===== src/rtl/seeg_axis_frame_packer_if.sv =====
// rtl/seeg_axis_frame_packer_if.sv - AXI-Stream link carrying packed SEEG frames
interface seeg_axis_frame_packer_if #(
    parameter int TDATA_W = 64
);
    logic [TDATA_W-1:0]   M_AXIS_TDATA;
    logic [TDATA_W/8-1:0] M_AXIS_TKEEP;
    logic                 M_AXIS_TLAST;
    logic                 M_AXIS_TVALID;
    logic                 M_AXIS_TREADY;

    modport master (
        output M_AXIS_TDATA, M_AXIS_TKEEP, M_AXIS_TLAST, M_AXIS_TVALID,
        input  M_AXIS_TREADY
    );

    modport slave (
        input  M_AXIS_TDATA, M_AXIS_TKEEP, M_AXIS_TLAST, M_AXIS_TVALID,
        output M_AXIS_TREADY
    );
endinterface


===== src/rtl/seeg_axis_frame_packer.sv =====
// rtl/seeg_axis_frame_packer.sv - packs masked channel-serial samples into one stream packet per frame
module seeg_axis_frame_packer #(
    parameter int NUM_CH     = 32,
    parameter int SAMPLE_W   = 16,
    parameter int TDATA_W    = 64,
    parameter int FIFO_DEPTH = 16
) (
    input  logic                    M_AXIS_ACLK,
    input  logic                    M_AXIS_ARESETN,
    input  logic [NUM_CH-1:0]       ch_mask,
    input  logic                    s_valid,
    input  logic                    s_sof,
    input  logic [SAMPLE_W-1:0]     s_data,
    seeg_axis_frame_packer_if.master m_axis,
    output logic [15:0]             frame_cnt,
    output logic [15:0]             drop_cnt,
    output logic [15:0]             err_cnt
);
    localparam int L   = TDATA_W / SAMPLE_W;
    localparam int KW  = TDATA_W / 8;
    localparam int SB  = SAMPLE_W / 8;
    localparam int CHW = (NUM_CH > 1) ? $clog2(NUM_CH) : 1;
    localparam int LW  = $clog2(L) + 1;
    localparam int EW  = $clog2(NUM_CH + 1);
    localparam int AW  = $clog2(FIFO_DEPTH);
    localparam int FW  = 1 + KW + TDATA_W;

    typedef enum logic [1:0] {IDLE, RUN, FILL, DROP} state_t;

    state_t              state_q, state_d;
    logic [CHW-1:0]      ch_q, ch_d, last_q, last_d, li;
    logic [NUM_CH-1:0]   mask_q, mask_d;
    logic [EW-1:0]       nw_q, nw_d, words_q, words_d, pc, nw_calc;
    logic [LW-1:0]       lastn_q, lastn_d, lanes_q, lanes_d, lastn_calc;
    logic [TDATA_W-1:0]  pack_q, pack_d, word_w;
    logic                flush_q, flush_d, fits, tl;
    logic [15:0]         frame_q, frame_d, drop_q, drop_d, err_q, err_d;
    int                  free_words;

    logic [FW-1:0]       mem [FIFO_DEPTH];
    logic [AW-1:0]       wr_ptr_q, rd_ptr_q;
    logic [AW:0]         mem_cnt_q;
    logic                out_valid_q, wr_en, rd_en;
    logic [FW-1:0]       out_q, wr_entry;

    function automatic logic [KW-1:0] keep_of(input logic [LW-1:0] n);
        logic [KW-1:0] k;
        for (int b = 0; b < KW; b++) k[b] = (b < int'(n) * SB);
        return k;
    endfunction

    function automatic logic [TDATA_W-1:0] put_lane(input logic [TDATA_W-1:0] w,
                                                    input logic [LW-1:0] idx,
                                                    input logic [SAMPLE_W-1:0] s);
        logic [TDATA_W-1:0] r;
        r = w;
        for (int i = 0; i < L; i++)
            if (int'(idx) == i) r[i*SAMPLE_W +: SAMPLE_W] = s;
        return r;
    endfunction

    function automatic logic [15:0] sat16(input logic [15:0] x);
        return (x == 16'hFFFF) ? x : x + 16'd1;
    endfunction

    always_comb begin
        pc = '0;
        li = '0;
        for (int i = 0; i < NUM_CH; i++) begin
            if (ch_mask[i]) begin
                pc = pc + EW'(1);
                li = CHW'(i);
            end
        end
        nw_calc    = EW'((int'(pc) + L - 1) / L);
        lastn_calc = LW'((int'(pc) % L == 0) ? L : int'(pc) % L);
        free_words = FIFO_DEPTH - int'(mem_cnt_q) - int'(out_valid_q);
        // A pending single-lane flush owns the next write slot, so a new header must wait
        fits       = !flush_q && (int'(nw_calc) + 1 <= free_words);
    end

    always_comb begin
        state_d = state_q;  ch_d = ch_q;     mask_d = mask_q;   last_d = last_q;
        nw_d = nw_q;        lastn_d = lastn_q; pack_d = pack_q; lanes_d = lanes_q;
        words_d = words_q;  flush_d = 1'b0;
        frame_d = frame_q;  drop_d = drop_q; err_d = err_q;
        wr_en = 1'b0;       wr_entry = '0;   word_w = '0;       tl = 1'b0;
        case (state_q)
            IDLE, DROP: begin
                if (s_valid && s_sof) begin
                    frame_d = frame_q + 16'd1;
                    if (fits) begin
                        wr_en    = 1'b1;
                        wr_entry = {pc == '0, {KW{1'b1}},
                                    {{(TDATA_W-48){1'b0}}, 16'(pc), frame_q, 16'hEE6A}};
                        mask_d   = ch_mask;
                        last_d   = li;
                        nw_d     = nw_calc;
                        lastn_d  = lastn_calc;
                        ch_d     = '0;
                        words_d  = '0;
                        pack_d   = ch_mask[0] ? put_lane('0, '0, s_data) : '0;
                        lanes_d  = ch_mask[0] ? LW'(1) : '0;
                        // Channel 0 alone completing the frame is written one edge after the header
                        flush_d  = ch_mask[0] && (li == '0);
                        state_d  = (NUM_CH == 1) ? IDLE : RUN;
                    end else begin
                        drop_d  = sat16(drop_q);
                        state_d = DROP;
                    end
                end
            end
            RUN: begin
                if (s_valid && s_sof) begin
                    frame_d = frame_q + 16'd1;
                    drop_d  = sat16(drop_q);
                    err_d   = sat16(err_q);
                    state_d = FILL;
                end else if (s_valid) begin
                    ch_d = ch_q + CHW'(1);
                    if (mask_q[ch_d]) begin
                        word_w = put_lane(pack_q, lanes_q, s_data);
                        if (ch_d == last_q || lanes_q == LW'(L - 1)) begin
                            tl       = (ch_d == last_q);
                            wr_en    = 1'b1;
                            wr_entry = {tl, tl ? keep_of(lastn_q) : {KW{1'b1}}, word_w};
                            pack_d   = '0;
                            lanes_d  = '0;
                            words_d  = words_q + EW'(1);
                        end else begin
                            pack_d  = word_w;
                            lanes_d = lanes_q + LW'(1);
                        end
                    end
                    if (ch_d == CHW'(NUM_CH - 1)) state_d = IDLE;
                end
            end
            FILL: begin
                if (words_q == nw_q) begin
                    state_d = DROP;
                end else begin
                    tl       = (words_q == nw_q - EW'(1));
                    wr_en    = 1'b1;
                    wr_entry = {tl, tl ? keep_of(lastn_q) : {KW{1'b1}}, pack_q};
                    pack_d   = '0;
                    lanes_d  = '0;
                    words_d  = words_q + EW'(1);
                    if (tl) state_d = DROP;
                end
            end
            default: state_d = IDLE;
        endcase
        if (flush_q) begin
            wr_en    = 1'b1;
            wr_entry = {1'b1, keep_of(lastn_q), pack_q};
            pack_d   = '0;
            lanes_d  = '0;
            words_d  = words_q + EW'(1);
        end
    end

    always_ff @(posedge M_AXIS_ACLK or negedge M_AXIS_ARESETN) begin
        if (!M_AXIS_ARESETN) begin
            state_q <= IDLE;  ch_q <= '0;    mask_q <= '0;  last_q <= '0;
            nw_q <= '0;       lastn_q <= '0; pack_q <= '0;  lanes_q <= '0;
            words_q <= '0;    flush_q <= 1'b0;
            frame_q <= '0;    drop_q <= '0;  err_q <= '0;
        end else begin
            state_q <= state_d; ch_q <= ch_d;       mask_q <= mask_d; last_q <= last_d;
            nw_q <= nw_d;       lastn_q <= lastn_d; pack_q <= pack_d; lanes_q <= lanes_d;
            words_q <= words_d; flush_q <= flush_d;
            frame_q <= frame_d; drop_q <= drop_d;   err_q <= err_d;
        end
    end

    // Occupancy counts the output register too, so reserved space covers every held word
    assign rd_en = (mem_cnt_q != '0) && (!out_valid_q || m_axis.M_AXIS_TREADY);

    always_ff @(posedge M_AXIS_ACLK or negedge M_AXIS_ARESETN) begin
        if (!M_AXIS_ARESETN) begin
            wr_ptr_q    <= '0;
            rd_ptr_q    <= '0;
            mem_cnt_q   <= '0;
            out_valid_q <= 1'b0;
            out_q       <= '0;
        end else begin
            if (wr_en) wr_ptr_q <= wr_ptr_q + AW'(1);
            if (rd_en) begin
                rd_ptr_q    <= rd_ptr_q + AW'(1);
                out_q       <= mem[rd_ptr_q];
                out_valid_q <= 1'b1;
            end else if (m_axis.M_AXIS_TREADY) begin
                out_valid_q <= 1'b0;
            end
            case ({wr_en, rd_en})
                2'b10:   mem_cnt_q <= mem_cnt_q + (AW+1)'(1);
                2'b01:   mem_cnt_q <= mem_cnt_q - (AW+1)'(1);
                default: mem_cnt_q <= mem_cnt_q;
            endcase
        end
    end

    always_ff @(posedge M_AXIS_ACLK) begin
        if (wr_en) mem[wr_ptr_q] <= wr_entry;
    end

    assign m_axis.M_AXIS_TDATA  = out_q[TDATA_W-1:0];
    assign m_axis.M_AXIS_TKEEP  = out_q[TDATA_W +: KW];
    assign m_axis.M_AXIS_TLAST  = out_q[FW-1];
    assign m_axis.M_AXIS_TVALID = out_valid_q;
    assign frame_cnt = frame_q;
    assign drop_cnt  = drop_q;
    assign err_cnt   = err_q;
endmodule


===== src/flat_wrapper.sv =====
// flat-port wrapper written by rule: the top's interface ports become plain ports
module seeg_axis_frame_packer_flat 
#(
    parameter int NUM_CH     = 32,
    parameter int SAMPLE_W   = 16,
    parameter int TDATA_W    = 64,
    parameter int FIFO_DEPTH = 16
)
  (M_AXIS_ACLK, M_AXIS_ARESETN, ch_mask, s_valid, s_sof, s_data, frame_cnt, drop_cnt, err_cnt, m_axis_M_AXIS_TDATA, m_axis_M_AXIS_TKEEP, m_axis_M_AXIS_TLAST, m_axis_M_AXIS_TVALID, m_axis_M_AXIS_TREADY);
  seeg_axis_frame_packer_if #(.TDATA_W(TDATA_W)) m_axis_i ();
  input  logic M_AXIS_ACLK;
  input  logic M_AXIS_ARESETN;
  input  logic [NUM_CH-1:0] ch_mask;
  input  logic s_valid;
  input  logic s_sof;
  input  logic [SAMPLE_W-1:0] s_data;
  output logic [15:0] frame_cnt;
  output logic [15:0] drop_cnt;
  output logic [15:0] err_cnt;
  output wire logic [$bits(m_axis_i.M_AXIS_TDATA)-1:0] m_axis_M_AXIS_TDATA;
  output wire logic [$bits(m_axis_i.M_AXIS_TKEEP)-1:0] m_axis_M_AXIS_TKEEP;
  output wire logic [$bits(m_axis_i.M_AXIS_TLAST)-1:0] m_axis_M_AXIS_TLAST;
  output wire logic [$bits(m_axis_i.M_AXIS_TVALID)-1:0] m_axis_M_AXIS_TVALID;
  input wire logic [$bits(m_axis_i.M_AXIS_TREADY)-1:0] m_axis_M_AXIS_TREADY;
  assign m_axis_M_AXIS_TDATA = m_axis_i.M_AXIS_TDATA;
  assign m_axis_M_AXIS_TKEEP = m_axis_i.M_AXIS_TKEEP;
  assign m_axis_M_AXIS_TLAST = m_axis_i.M_AXIS_TLAST;
  assign m_axis_M_AXIS_TVALID = m_axis_i.M_AXIS_TVALID;
  assign m_axis_i.M_AXIS_TREADY = m_axis_M_AXIS_TREADY;
  seeg_axis_frame_packer #(.NUM_CH(NUM_CH), .SAMPLE_W(SAMPLE_W), .TDATA_W(TDATA_W), .FIFO_DEPTH(FIFO_DEPTH)) u_core (.M_AXIS_ACLK(M_AXIS_ACLK), .M_AXIS_ARESETN(M_AXIS_ARESETN), .ch_mask(ch_mask), .s_valid(s_valid), .s_sof(s_sof), .s_data(s_data), .m_axis(m_axis_i), .frame_cnt(frame_cnt), .drop_cnt(drop_cnt), .err_cnt(err_cnt));
endmodule

===== config.mk =====
export PLATFORM = sky130hd
export DESIGN_NAME = seeg_axis_frame_packer_flat
export DESIGN_NICKNAME = d
export VERILOG_FILES = /design/src/rtl/seeg_axis_frame_packer_if.sv /design/src/rtl/seeg_axis_frame_packer.sv /design/src/flat_wrapper.sv
export SDC_FILE = /design/constraint.sdc
export NUM_CORES = 2
export LEC_CHECK = 0
export BUFFER_PORTS_ARGS = -buffer_cell sky130_fd_sc_hd__buf_4
export CAP_MARGIN = 20
export CORE_ASPECT_RATIO = 0.7
export CORE_MARGIN = 2
export CORE_UTILIZATION = 67
export DETAILED_ROUTE_END_ITERATION = 16
export PLACE_DENSITY = 0.95
export SKIP_CTS_REPAIR_TIMING = 1
export SLEW_MARGIN = 20
export SYNTH_ARGS = -nofsm -noshare
export SYNTH_HDL_FRONTEND = slang
export SYNTH_SLANG_ARGS = --single-unit
export TNS_END_PERCENT = 10

===== constraint.sdc =====
create_clock -name M_AXIS_ACLK -period 16.35 [get_ports M_AXIS_ACLK]
set_clock_uncertainty 0.05 [all_clocks]
set_input_delay 3.27 -clock M_AXIS_ACLK [delete_from_list [all_inputs] [get_ports M_AXIS_ACLK]]
set_output_delay 3.27 -clock M_AXIS_ACLK [all_outputs]
set_load 0.005 [all_outputs]

==> impl_results.md, run 1 <==
- Status: stopped before the end
- Fail Step: global routing
- Stop Error: [ERROR GRT-0232] Routing congestion too high. Check the congestion heatmap in the GUI.
- Initial Util: 67.5%
- IO Port Bufs: 174
- FFs w/ async S/R, synth: 18.9%
- Row cnt: 91
- Die X: 360 µm
- Syn Inst Count: 3664
- H-tree depth: 3
- Post-synth top area share: 55.9%
- Syn Nets: 3791
- Post-GRT worst EP: u_core.mem_cnt_q[4]$_DFFE_PN0P_/D
- GR Overflow Total: 123
- CTS sink count: 1361
- Largest net degree at the start of global routing: 144
- GP Congestion: 0.926
- Predominant post-synthesis flop cell: edfxtp_1
- CTS Buf Count: 115
- Leading area contributor after synthesis: edfxtp_1
- Num ports: 175
- Dpl hpwl: 115000 µm
- Synth cell types: 93
- Synthesized area per cell: 16.2 µm²
- Post-synth EDFFs: 1104
- Syn. warnings: 0
- Initial antenna violation count: 71
- Tot GR Track Use: 70.9%
- Synthesized flop and latch total: 1361
- Synth area leaders: edfxtp_1 56%, mux4_2 13%, dfrtp_1 11%
- Clock root buffer: clkbuf_16
- Mapped cell area: 59300 µm²
- Seq/Total Area, Yosys: 66.8%
- Die extent in y: 253 µm
- Clock buffer depth: 3
- Worst endpoint pin kind: sequential cell input
==> cells by family after synthesis <==
group | after synthesis | share of synthesized area (%)
simple gates | 871 | 6.58
mux | 395 | 13.7
compound gates | 451 | 5.22
xor+xnor | 245 | 4.40
fa+ha+maj | 75 | 1.58
flops | 1361 | 66.8
buf+inv | 265 | 1.73
other cells | 1 | 0.00632
==> synth_stat cells (all sizes together) (6+ instances only) <==
cell / n
mux2i: 49
o21ai: 110
o221ai: 25
dfrtp: 257
o21bai: 6
nor3b: 11
buf: 48
nor3: 25
a31oi: 7
a21o: 9
ha: 74
mux2: 13
nand2b: 9
and2: 12
o22ai: 10
inv: 69
o31ai: 11
nor2: 122
xnor3: 21
and3: 24
nand2: 492
edfxtp: 1104
mux4: 333
nand4: 19
a22o: 82
o211ai: 8
a21oi: 99
nor4: 13
or2: 10
a22oi: 8
xnor2: 152
a221o: 10
xor2: 68
a211oi: 8
nor2b: 33
nand3: 67
clkbuf: 145
nor4b: 8
==> metal layers <==
layer	GRT overflow	track usage, %
met5	3	47.9
met2	50	84.6
met4	47	62.7
met1	8	71.2
met3	15	60.8
==> through the flow <==
step | setup TNS [ns] | hold WS [ns] | setup WS [ns] | instances | cell area (µm²)
CTS | - | 0.429 | -6.17 | 5409 | 69700
detailed placement | -9469.89 | 0.413 | -5.62 | 5190 | 65800
global placement | -7974.35 | 0.405 | -4.68 | 5190 | 65800
floorplan | -9749.96 | 0.390 | -6.28 | 3664 | 59700
==> run 2: changes to the inputs <==
CORE_ASPECT_RATIO = unset   (was 0.7)
CORE_UTILIZATION = 40   (was 67)
PLACE_DENSITY = unset   (was 0.95)
PLACE_DENSITY_LB_ADDON = 0.15   (was unset)
==> impl_results.md, run 2 <==
- Routed Antenna Nets: 0
- Syn. warnings: 0 (unchanged)
- Largest net degree at the start of global routing: 113
- Area occupied by multi-input gates: 19400 µm²
- Worst Path Max Fanout: 7
- Setup crit end kind: flip-flop
- Area Growth Syn to Fin: 23.3%
- Dpl hpwl: 101000 µm (-12%)
- Crit Path Category: in -> reg
- Die X: 389 µm (+8.2%)
- Most used cell, CP: ha_1
- Violated checks: negative setup slack
- Clock Latency Late Sink: 0.77 ns
- Required time of the critical path: 16.78 ns
- Synthesized flop and latch total: 1361 (unchanged)
- Slowest stage delay, CP: 0.41 ns
- GR Overflow Total: 0
- Seq/Total Area, Yosys: 66.8% (unchanged)
- Pins Over Slew Limit: 0
- WL/cell: 25.1 µm
- Synth cell count leaders: 1104 x edfxtp_1, 492 x nand2_1, 333 x mux4_2, 257 x dfrtp_1, 146 x xnor2_1
- Count leader, synth: edfxtp_1
- IO Port Bufs: 174 (unchanged)
- Minimum clock period: 20.23 ns
- Synthesized area per cell: 16.2 µm² (unchanged)
- Initial Util: 40.2% (-27 points)
- Clock-pin slew on the worst setup and hold paths: 0.06 ns
- Fmax: 49.4 MHz
- Status: finished, violations left
- Predominant post-synthesis flop cell: edfxtp_1
- Syn Inst Count: 3664 (unchanged)
- Iteration-0 DRC Markers: 3081
- Slew @ Worst Pin: 1.16 ns
- Finish-stage setup viols: 1846
- Max-cap violations: 0
- Clock buffer depth: 3 (unchanged)
- GP Congestion: 0.779 (-16%)
- Worst hold slack: 0.422 ns
- Slowest cell on crit path: or4_1
- CP Launch Type: primary input
- Row cnt: 141 (+55%)
- Leading area contributor after synthesis: edfxtp_1
- Max reg flops: 1104
- Routed wire length: 159000 µm
- Most common cell after layout, fill and taps aside: edfxtp_1
- Total number of vias: 34.5k
- Post-synth top area share: 55.9% (unchanged)
- Die extent in y: 389 µm (+54%)
- CORE AREA: 147000 µm²
- Vias in the first global route: 34.4k
- Setup WS pre-CTS: -5.08 ns (+0.541 ns)
- FFs w/ async S/R, synth: 18.9% (unchanged)
- Registers with the most flip-flops: u_core.mem x1104, u_core.out_q x69, u_core.pack_q x64
- Initial antenna violation count: 7
- Most frequent cells in the layout: 1104 x edfxtp_1, 522 x buf_4, 489 x nand2_1
- Worst setup margin: -3.88 ns
- Syn Nets: 3791 (unchanged)
- Design area: 73100 µm²
- CTS sink count: 1361 (unchanged)
- CTS Buf Count: 140 (+22%)
- Mapped cell area: 59300 µm² (unchanged)
- Tot GR Track Use: 20.4%
- First-pass GRT wire length: 230000 µm
- Synth cell types: 93 (unchanged)
- Biggest register: u_core.mem
- RSZ-0062 raised after global routing: yes
- Vias per cell: 5.46
- Register area: 39600 µm²
- Die ar.: 151000 µm²
- Worst Path Arrival: 20.66 ns
- FILL cells: 12.4k
- Final period utilization: 124%
- First drt pass iteration count: 5
- Layout Nets: 4404
- DRC viols: 0
- CTS tree: done
- Final hold viol count: 0
- Post-synth EDFFs: 1104 (unchanged)
- Placed cell area: 67100 µm² (+2.0%)
- Final core utilization: 49.6%
- Rel. slew slack: 22.5%
- Synth area leaders: edfxtp_1 56%, mux4_2 13%, dfrtp_1 11%
- Num ports: 175 (unchanged)
- H-tree depth: 4 (+1)
- Share of layout cells above drive strength 1: 30.9%
- Clock root buffer: clkbuf_16
- HP Class: reg -> reg
- R2R setup slack: 10.60 ns
[run 2: cell counts after synthesis]
Identical to the previous run, type by type.
[run 2: stage by stage]
stage / std cells / TNS [ns]
finish: 6325 / -6736.99
global route: 6325 / -8481.09
CTS: 6251 / -7376.00
detailed placement: 5992 / -8734.25
global placement: 5992 / -8220.22
floorplan: 3664 / -9749.96
[run 2: cell type report]
class                   instances  area share [%]
diodes                          1         0.00342
clock buffers                 181            5.14
clock inverters                78            1.05
inverters                      72           0.428
multi-input cells            2038            26.6
flip-flops and latches       1361            54.2
well taps                    1930            3.30
repair buffers                664            9.33
[run 2: kinds of logic after synthesis]
logic type	synth area share, %
xor gates and xnor gates	4.40
DFF	66.8
other	0.00632
muxes	13.7
AOI/OAI and AO/OA	5.22
and+or+nand+nor	6.58
buffers and inverters	1.73
adders and majority gates	1.58
[run 2: metal layers]
layer / track usage, % / vias up / wire [µm] / part of all wire (%)
met5: 0 / - / 50 / 0.032
met4: 4.57 / 8 / 2860 / 1.8
met3: 3.66 / 174 / 8850 / 5.6
met2: 33.3 / 874 / 77100 / 49
met1: 28.7 / 18100 / 69700 / 44
li1: - / 15400 / - / -
[run 2: final timing paths]
check | cells past startpoint | to | start
setup / recovery | 105 | u_core.mem[10][71] | ch_mask[0]
hold / removal | 2 | u_core.mask_q[20] | u_core.mask_q[20]
setup reg to reg | 14 | u_core.mem[13][56] | u_core.ch_q[0]
hold reg to reg | 2 | u_core.mask_q[20] | u_core.mask_q[20]
max in group asynchronous | 2 | u_core.mask_q[0] | M_AXIS_ARESETN
min in group asynchronous | 1 | u_core.out_q[15] | M_AXIS_ARESETN
[run 2: worst max-delay path: cells and delay by family]
kind | cells | cell delay, ns
compound gates | 31 | 4.70
xor+xnor | 14 | 1.82
fa+ha+maj | 19 | 5.02
buf+inv | 10 | 0.95
mux | 8 | 1.85
simple gates | 23 | 3.02
Power of run 2 is not shown: default switching activity piles up to over one toggle a cycle in this logic, so the estimate is an artifact.
